## src/rtl/regfile_pkg.sv

```systemverilog
// Shared constants and types for the register-file writeback arbiter.
package regfile_pkg;

    localparam int DATA_W = 64;
    localparam int ADDR_W = 5;
    localparam int NREGS  = 32;
    localparam logic [ADDR_W-1:0] XZR = 5'd31;

    typedef struct packed {
        logic [ADDR_W-1:0] addr;
        logic [DATA_W-1:0] data;
    } wb_req_t;

    typedef enum logic [1:0] {GNT_NONE, GNT_A, GNT_B} grant_t;

    function automatic logic [NREGS-1:0] addr_onehot(input logic [ADDR_W-1:0] a);
        return NREGS'(1) << a;
    endfunction

endpackage

```

## src/rtl/wb_slot.sv

```systemverilog
// One-entry writeback holding slot: captures on valid&ready, empties when granted.
// A captured XZR write never requests the port and drains on the following edge.
module wb_slot
    import regfile_pkg::*;
(
    input  logic    clk,
    input  logic    reset_n,
    input  logic    in_valid,
    output logic    in_ready,
    input  wb_req_t in_req,
    input  logic    grant,
    output logic    capture,
    output logic    active,
    output wb_req_t req
);

    logic    full;
    wb_req_t held;

    // Handshake: transfer on the rising edge when in_valid & in_ready; a granted
    // slot frees itself that same edge, so it may accept a new write back-to-back.
    assign in_ready = ~full | grant;
    assign capture  = in_valid & in_ready;
    assign active   = full & (held.addr != XZR);
    assign req      = held;

    always_ff @(posedge clk or negedge reset_n) begin
        if (!reset_n) begin
            full <= 1'b0;
            held <= '0;
        end else if (capture) begin
            full <= 1'b1;
            held <= in_req;
        end else if (grant || (full && held.addr == XZR)) begin
            full <= 1'b0;
        end
    end

endmodule

```

## src/rtl/regfile_wb_arbiter.sv

```systemverilog
// Round-robin arbiter sharing the register file write port between EX (A) and MEM (B).
// Optional macro REGFILE_WB_FWD_EN adds combinational bypass ports off the write port.
module regfile_wb_arbiter
    import regfile_pkg::*;
(
    input  logic              clk,
    input  logic              reset_n,
    input  logic              a_valid,
    output logic              a_ready,
    input  logic [ADDR_W-1:0] a_addr,
    input  logic [DATA_W-1:0] a_data,
    input  logic              b_valid,
    output logic              b_ready,
    input  logic [ADDR_W-1:0] b_addr,
    input  logic [DATA_W-1:0] b_data,
    output logic              we3,
    output logic [ADDR_W-1:0] wa3,
    output logic [DATA_W-1:0] wd3,
    output logic [NREGS-1:0]  pend_mask
`ifdef REGFILE_WB_FWD_EN
    ,
    input  logic [ADDR_W-1:0] ra1,
    input  logic [ADDR_W-1:0] ra2,
    output logic              fwd1_hit,
    output logic              fwd2_hit,
    output logic [DATA_W-1:0] fwd1_data,
    output logic [DATA_W-1:0] fwd2_data
`endif
);

    wb_req_t a_req, b_req;
    logic    a_cap, b_cap, a_act, b_act;
    grant_t  gnt;
    logic    two_way;
    logic    rr_b;     // 1: B preferred on the next two-way grant
    logic    b_older;  // 1: B slot holds the older write

    wb_slot u_slot_a (
        .clk(clk), .reset_n(reset_n), .in_valid(a_valid), .in_ready(a_ready),
        .in_req('{addr: a_addr, data: a_data}), .grant(gnt == GNT_A),
        .capture(a_cap), .active(a_act), .req(a_req)
    );

    wb_slot u_slot_b (
        .clk(clk), .reset_n(reset_n), .in_valid(b_valid), .in_ready(b_ready),
        .in_req('{addr: b_addr, data: b_data}), .grant(gnt == GNT_B),
        .capture(b_cap), .active(b_act), .req(b_req)
    );

    always_comb begin
        gnt     = GNT_NONE;
        two_way = 1'b0;
        if (a_act && b_act) begin
            if (a_req.addr == b_req.addr) begin
                gnt = b_older ? GNT_B : GNT_A;
            end else begin
                two_way = 1'b1;
                gnt     = rr_b ? GNT_B : GNT_A;
            end
        end else if (a_act) begin
            gnt = GNT_A;
        end else if (b_act) begin
            gnt = GNT_B;
        end
    end

    // A fresh capture in A makes B the older entry; same-edge captures also leave
    // B older, since MEM carries the earlier instruction.
    always_ff @(posedge clk or negedge reset_n) begin
        if (!reset_n) begin
            rr_b    <= 1'b0;
            b_older <= 1'b0;
            we3     <= 1'b0;
            wa3     <= '0;
            wd3     <= '0;
        end else begin
            rr_b    <= rr_b ^ two_way;
            b_older <= a_cap ? 1'b1 : (b_cap ? 1'b0 : b_older);
            we3     <= (gnt != GNT_NONE);
            if (gnt == GNT_A) begin
                wa3 <= a_req.addr;
                wd3 <= a_req.data;
            end else if (gnt == GNT_B) begin
                wa3 <= b_req.addr;
                wd3 <= b_req.data;
            end
        end
    end

    assign pend_mask = (a_act ? addr_onehot(a_req.addr) : '0)
                     | (b_act ? addr_onehot(b_req.addr) : '0)
                     | (we3   ? addr_onehot(wa3)        : '0);

`ifdef REGFILE_WB_FWD_EN
    assign fwd1_hit  = we3 && (wa3 == ra1) && (ra1 != XZR);
    assign fwd2_hit  = we3 && (wa3 == ra2) && (ra2 != XZR);
    assign fwd1_data = wd3;
    assign fwd2_data = wd3;
`endif

endmodule

```

## config.mk

```make
export PLATFORM = sky130hd
export DESIGN_NAME = regfile_wb_arbiter
export DESIGN_NICKNAME = d
export VERILOG_FILES = /design/src/rtl/regfile_pkg.sv /design/src/rtl/wb_slot.sv /design/src/rtl/regfile_wb_arbiter.sv
export SDC_FILE = /design/constraint.sdc
export NUM_CORES = 1
export LEC_CHECK = 0
export ABC_AREA = 1
export BUFFER_PORTS_ARGS = -buffer_cell sky130_fd_sc_hd__buf_2
export CAP_MARGIN = 15
export CORE_UTILIZATION = 30
export CTS_BUF_LIST = sky130_fd_sc_hd__clkbuf_8
export DETAILED_ROUTE_END_ITERATION = 6
export PLACE_DENSITY_LB_ADDON = 0.15
export SKIP_CTS_REPAIR_TIMING = 1
export SYNTH_ARGS = -nofsm -noshare
export SYNTH_HDL_FRONTEND = slang
export SYNTH_SLANG_ARGS = --single-unit
```

## constraint.sdc

```tcl
create_clock -name clk -period 3.65 [get_ports clk]
set_clock_uncertainty 0.15 [all_clocks]
set_input_delay 0 -clock clk [delete_from_list [all_inputs] [get_ports clk]]
set_output_delay 0 -clock clk [all_outputs]
set_load 0.005 [all_outputs]
```

==> flow_summary_export.csv, run 1 <==
group,metric,value,unit
run_status,status,"complete, but fails checks",
run_status,failed_checks,"hold timing",
critical_path,crit_path_max_fanout,23,
die,rows,65,
timing,setup_tns,0,ns
timing,max_freq,296.6,MHz
cells_and_area,layout_commonest_cell,"nand2_1",
drt,drtIter0Drc,472,
yosys,ys_async_sr_fraction,1.000,
yosys,yosys.area.top_type,"dfrtp_1",
die,top_level_ports,246,
timing,rsz0062_at_grt,"no",
cells_and_area,multi_input_area,3710,sq um
drt,wl_per_cell,15.04,um
timing,slew_headroom,0.2686,
critical_path,r2r_slack,0.28,ns
timing,slew_viol_final,0,
timing,period_share,0.9237,
placement,port_buffers,245,
critical_path,reg2regPathDepth,14,
global_routing,grt_first_pass_wirelength,46310,um
drt,totalWireLength,30180,um
yosys,ys_types,32,
cells_and_area,layout_common_cells,"nand2_1, buf_2, dfrtp_1",
timing,hold_violations,21,
yosys,synth.area.top_cells,"dfrtp_1, nand2_1, o21ai_0, inv_1, nand3_1",
clock_tree,cts_tree,"done",
placement,dpl.hpwl,19190,um
yosys,syn-num-nets,1304,
yosys,ys_dominant_reg_cell,"dfrtp_1",
timing,worstMarginPinSlew,1.093,ns
cells_and_area,syn_to_final_growth,39.30,%
cells_and_area,seq_area,5305,sq um
cells_and_area,fin_util,0.4282,
drt,vias_per_cell,4.552,
die,fp.dieW,182.7,um
clock_tree,clockRootBuffer,"clkbuf_8",
cells_and_area,fillers,3324,
drt,num_vias,9132,
critical_path,r2r-start,"u_slot_b.req[66]",
clock_tree,path_clk_slew,0.06,ns
global_routing,grt_max_degree,139,
timing,fin_hold_ws,-0.04477,ns
yosys,syn_area,9799,sq um
yosys,postSynthAreaPerCell,8.455,sq um
global_routing,antenna_found_initial,1,
die,start_util,0.3074,
global_routing,grt_use_total,0.1752,
drt,drc,0,
clock_tree,clockBufferDepth,3,
timing,setup_violations,0,
critical_path,crit_required,3.94,ns
power_and_ir_drop,p_per_area,942.7,nW/um^2
clock_tree,cts.sinks,212,
global_routing,grt_pass1_vias,8380,
global_routing,overflow,0,
yosys,synth_seq_area_share,0.5414,
flow_run,drv_cap,0,
critical_path,critical_path_class,"reg2reg",
clock_tree,clkLatencyLatePin,0.54,ns
drt,ant_nets,0,
clock_tree,cts.htree.levels,2,
power_and_ir_drop,leakagePower,6.750,nW
drt,dr.pass1.iters,5,
die,die_y,182.7,um
yosys,synth_edf_count,0,
cells_and_area,drive_gt1_frac,0.2242,
critical_path,end_kind,"flip-flop",
critical_path,arrival,3.66,ns
cells_and_area,nets,1685,
critical_path,start_kind,"flip-flop",
critical_path,r2r_end,"u_slot_b.req[58]",
yosys,ys_warn_count,0,
placement,gp_congestion,0.8812,
timing,min_period,3.371,ns
clock_tree,cts_buffers,42,
worst_hold_path,min_path_type,"in2async",
yosys,ys_ff_latch,212,
power_and_ir_drop,peakVddDrop,1058,uV
die,die-area,33390,sq um
yosys,synthCells,1159,
die,core_region_area,31880,sq um
yosys,netlist.area_leader.share,0.5414,
==> cells in the mapped netlist (20+ instances only) <==
library cell / n
nand2_1: 364
dfrtp_1: 212
o21ai_0: 100
inv_1: 83
nor2_1: 80
nand3_1: 61
a21oi_1: 48
o211ai_1: 26
clkbuf_1: 24
o21a_1: 21
o21ai_1: 21
buf_2: 20
==> state kept, by name (all words and copies together) (netlist names) <==
signal and cells:
wa3 5, we3 1, u_slot_a.full 1, u_slot_b.full 1
u_slot_a.req 69, wd3 64, u_slot_b.req 69, rr_b 1
b_older 1
==> report_power, final <==
part / internal, mW / switching, mW / total [mW]
logic: 2.34 / 3.87 / 6.21
clock network: 1.32 / 1.05 / 2.37
registers: 3.62 / 0.670 / 4.29
==> critical path, stage by stage, from the launching register on <==
cell and delay (ns):
dfrtp_1 0.61, inv_1 0.27, nand2_1 0.11, nand2_1 0.06, nor2_2 0.15, nand4_1 0.12, nand3_1 0.13, nand2_2 0.08
ha_1 0.19, or2_4 0.27, nand2_4 0.06, clkinv_2 0.32, nand2_1 0.14, dlygate4sd3_1 0.55, nand2_1 0.05
==> metrics by stage <==
stage / instances / hold WS [ns] / power [mW] / setup WS [ns] / instance area (sq um)
after floorplan: 1159 / -0.4456 / 8.556 / 1.079 / 9799
after global placement: 1785 / 0.0004214 / 10.45 / 0.5017 / 11350
after detailed placement: 1785 / -0.01073 / 10.53 / 0.4754 / 11350
after CTS: 1859 / -0.6101 / 12.98 / 0.5058 / 12190
after global routing: 2006 / 0.003600 / 14.16 / 0.03922 / 13650
final: 2006 / -0.04477 / 12.87 / 0.2787 / 13650
==> how the worst max path moves through the flow <==
stage | from | end | cells past startpoint
final | u_slot_b.req[66] | u_slot_b.req[58] | 14
after global routing | u_slot_b.req[66] | u_slot_b.req[58] | 14
after CTS | u_slot_b.req[66] | wd3[58] | 12
after detailed placement | u_slot_b.req[66] | wd3[50] | 12
after global placement | u_slot_b.req[66] | wd3[41] | 12
after floorplan | u_slot_b.req[67] | u_slot_a.req[13] | 15
==> cells by family after synthesis <==
kind of cell | after synthesis | share of synthesized area
adder cells (fa/ha/maj) | 3 | 0.003831
XOR/XNOR | 1 | 0.0008939
AND/OR/NAND/NOR | 540 | 0.2240
AO/OA/AOI/OAI | 218 | 0.1240
multiplexers | 21 | 0.02413
buffers and inverters | 164 | 0.08184
flip-flops | 212 | 0.5414
==> metal layers <==
metal  global-route usage  wire length (um)  vias up
met4              0.04975               598        0
met1               0.2370             13670     4298
li1                     -                 -     4522
met5                    0                 0        -
met2               0.2806             14270      264
met3              0.03932              1631       48
==> layout make-up <==
| cell class | instances | area share |
|---|---|---|
| sequential | 212 | 0.3886 |
| multi-input combinational | 783 | 0.2718 |
| timing repair buffer | 409 | 0.2130 |
| clock buffer | 50 | 0.05041 |
| tap | 435 | 0.03987 |
| inverter | 92 | 0.02539 |
| clock inverter | 24 | 0.01072 |
| antenna | 1 | 0.0001833 |
Power figures use the tool's default switching activity.
==> run 2: changes to the inputs <==
--- a/config.mk
+++ b/config.mk
@@ -8,7 +8,7 @@
 export ABC_AREA = 1
 export BUFFER_PORTS_ARGS = -buffer_cell sky130_fd_sc_hd__buf_2
 export CAP_MARGIN = 15
-export CORE_UTILIZATION = 30
+export CORE_UTILIZATION = 25
 export CTS_BUF_LIST = sky130_fd_sc_hd__clkbuf_8
 export DETAILED_ROUTE_END_ITERATION = 6
 export PLACE_DENSITY_LB_ADDON = 0.15
==> run 2 against run 1 <==
  * The run still ends with hold timing left
  * Fmax rose by 2.9%
  * Wire length rose by 9.1%
  * Critical path depth rose by 1
  * Non-clock buffer count rose by 10
  * Combinational power rose by 3.9%
  * Worst hold slack improved by 0.020 ns
  * Final cell count rose by 4.5%
  * Power rose by 2.8%
  * Final area rose by 1.8%
  * Utilization fell by 6.9 points
  * Count of clock-buffer cells in the layout rose by 6
  * Setup slack improved by 0.096 ns
  * Critical path type unchanged
  * Largest cell class unchanged
  * Largest power group unchanged
==> flow_summary_export.csv, run 2 (synthesis results as in run 1) <==
group,metric,value,unit
timing,min_period,3.276,ns
drt,vias_per_cell,4.393,
timing,fin_hold_ws,-0.02502,ns
clock_tree,cts_buffers,42,
timing,hold_violations,27,
global_routing,grt_use_total,0.1611,
timing,rsz0062_at_grt,"no",
clock_tree,cts.sinks,212,
drt,num_vias,9213,
drt,totalWireLength,32920,um
timing,slew_viol_final,0,
drt,drc,0,
clock_tree,cts_tree,"done",
global_routing,grt_pass1_vias,8466,
drt,dr.pass1.iters,5,
drt,drtIter0Drc,473,
run_status,failed_checks,"hold timing",
timing,max_freq,305.3,MHz
power_and_ir_drop,peakVddDrop,710.3,uV
critical_path,crit_start,"u_slot_b.req[67]",
placement,dp_cells,1868,
die,die_y,200.0,um
placement,dpl.hpwl,21540,um
clock_tree,clkLatencyLatePin,0.55,ns
timing,slew_headroom,0.2748,
critical_path,critical_path_class,"reg2reg",
timing,setup_violations,0,
critical_path,r2r-start,"u_slot_b.req[67]",
cells_and_area,drive_gt1_frac,0.2261,
cells_and_area,finalNonFillerCells,2097,
die,die-area,39990,sq um
clock_tree,path_clk_slew,0.05,ns
placement,port_buffers,245,
cells_and_area,stdcell_area,13900,sq um
die,top_level_ports,246,
die,start_util,0.2536,
timing,period_share,0.8975,
critical_path,r2r_slack,0.37,ns
global_routing,overflow,0,
critical_path,arrival,3.58,ns
power_and_ir_drop,leakagePower,6.789,nW
critical_path,end_kind,"flip-flop",
global_routing,grt_max_degree,139,
critical_path,start_kind,"flip-flop",
clock_tree,clockBufferDepth,3,
cells_and_area,nets,1695,
global_routing,antenna_found_initial,1,
timing,worstMarginPinSlew,1.084,ns
clock_tree,cts.htree.levels,2,
critical_path,crit_required,3.95,ns
drt,wl_per_cell,15.70,um
die,fp.dieW,200.0,um
clock_tree,clockRootBuffer,"clkbuf_8",
cells_and_area,fillers,4090,
cells_and_area,layout_common_cells,"nand2_1, buf_2, dfrtp_1",
cells_and_area,insertedDiodeCount,0,
placement,gp_congestion,0.8870,
run_status,status,"complete, but fails checks",
power_and_ir_drop,p_per_area,952.2,nW/um^2
flow_run,drv_cap,0,
cells_and_area,syn_to_final_growth,41.83,%
global_routing,grt_first_pass_wirelength,49240,um
cells_and_area,layout_commonest_cell,"nand2_1",
critical_path,crit_path_max_fanout,20,
die,rows,72,
timing,setup_tns,0,ns
drt,ant_nets,0,
cells_and_area,fin_util,0.3596,
placement,placed_area,11460,sq um
worst_hold_path,min_path_type,"in2async",
die,core_region_area,38650,sq um
## run 2: through the flow
step	total power, mW	setup WS (ns)
CTS	13.35	0.5345
global route	14.55	0.1096
detailed placement	10.73	0.4950
finish	13.23	0.3742
global placement	10.62	0.6122
floorplan	8.556	1.079
## run 2: layout make-up
cell class,count,area (sq um),share of cell area
Sequential cell,212,5305,0.3817
Timing Repair Buffer,419,3008,0.2164
Tap cell,518,648.1,0.04663
Clock inverter,17,110.1,0.007922
Inverter,92,346.6,0.02494
Multi-Input combinational cell,783,3710,0.2669
Clock buffer,56,770.7,0.05546
## run 2: path summary, 6_finish.rpt
check,endpoint,cells past startpoint
max,u_slot_a.req[65],15
min,u_slot_b.req[17],2
max reg2reg,u_slot_a.req[65],15
min reg2reg,u_slot_b.req[22],2
max in group asynchronous,u_slot_a.req[67],3
min in group clk,u_slot_b.req[34],4
## run 2: where the power goes
| part | internal [mW] | switching (mW) |
|---|---|---|
| registers | 3.62 | 0.643 |
| clock network | 1.44 | 1.08 |
| logic | 2.42 | 4.03 |
| total | 7.48 | 5.75 |
## run 2: per-layer routing
layer | wire, um | track usage
met2 | 15840 | 0.2585
met5 | 10 | 0
met4 | 827 | 0.05739
met3 | 1916 | 0.03881
met1 | 14330 | 0.2108
## run 2: critical path, cell delays in order (launching register included)
cell and delay [ns]:
dfrtp_1 0.59, inv_2 0.16, nand2_1 0.09, nand2_1 0.08
nor2_2 0.19, nand3_2 0.14, nand2_1 0.09, nand3_1 0.10
nand2_2 0.11, inv_1 0.07, ha_4 0.16, or2_4 0.27
nand2_4 0.24, nor2_1 0.07, dlygate4sd3_1 0.56, a21oi_1 0.12
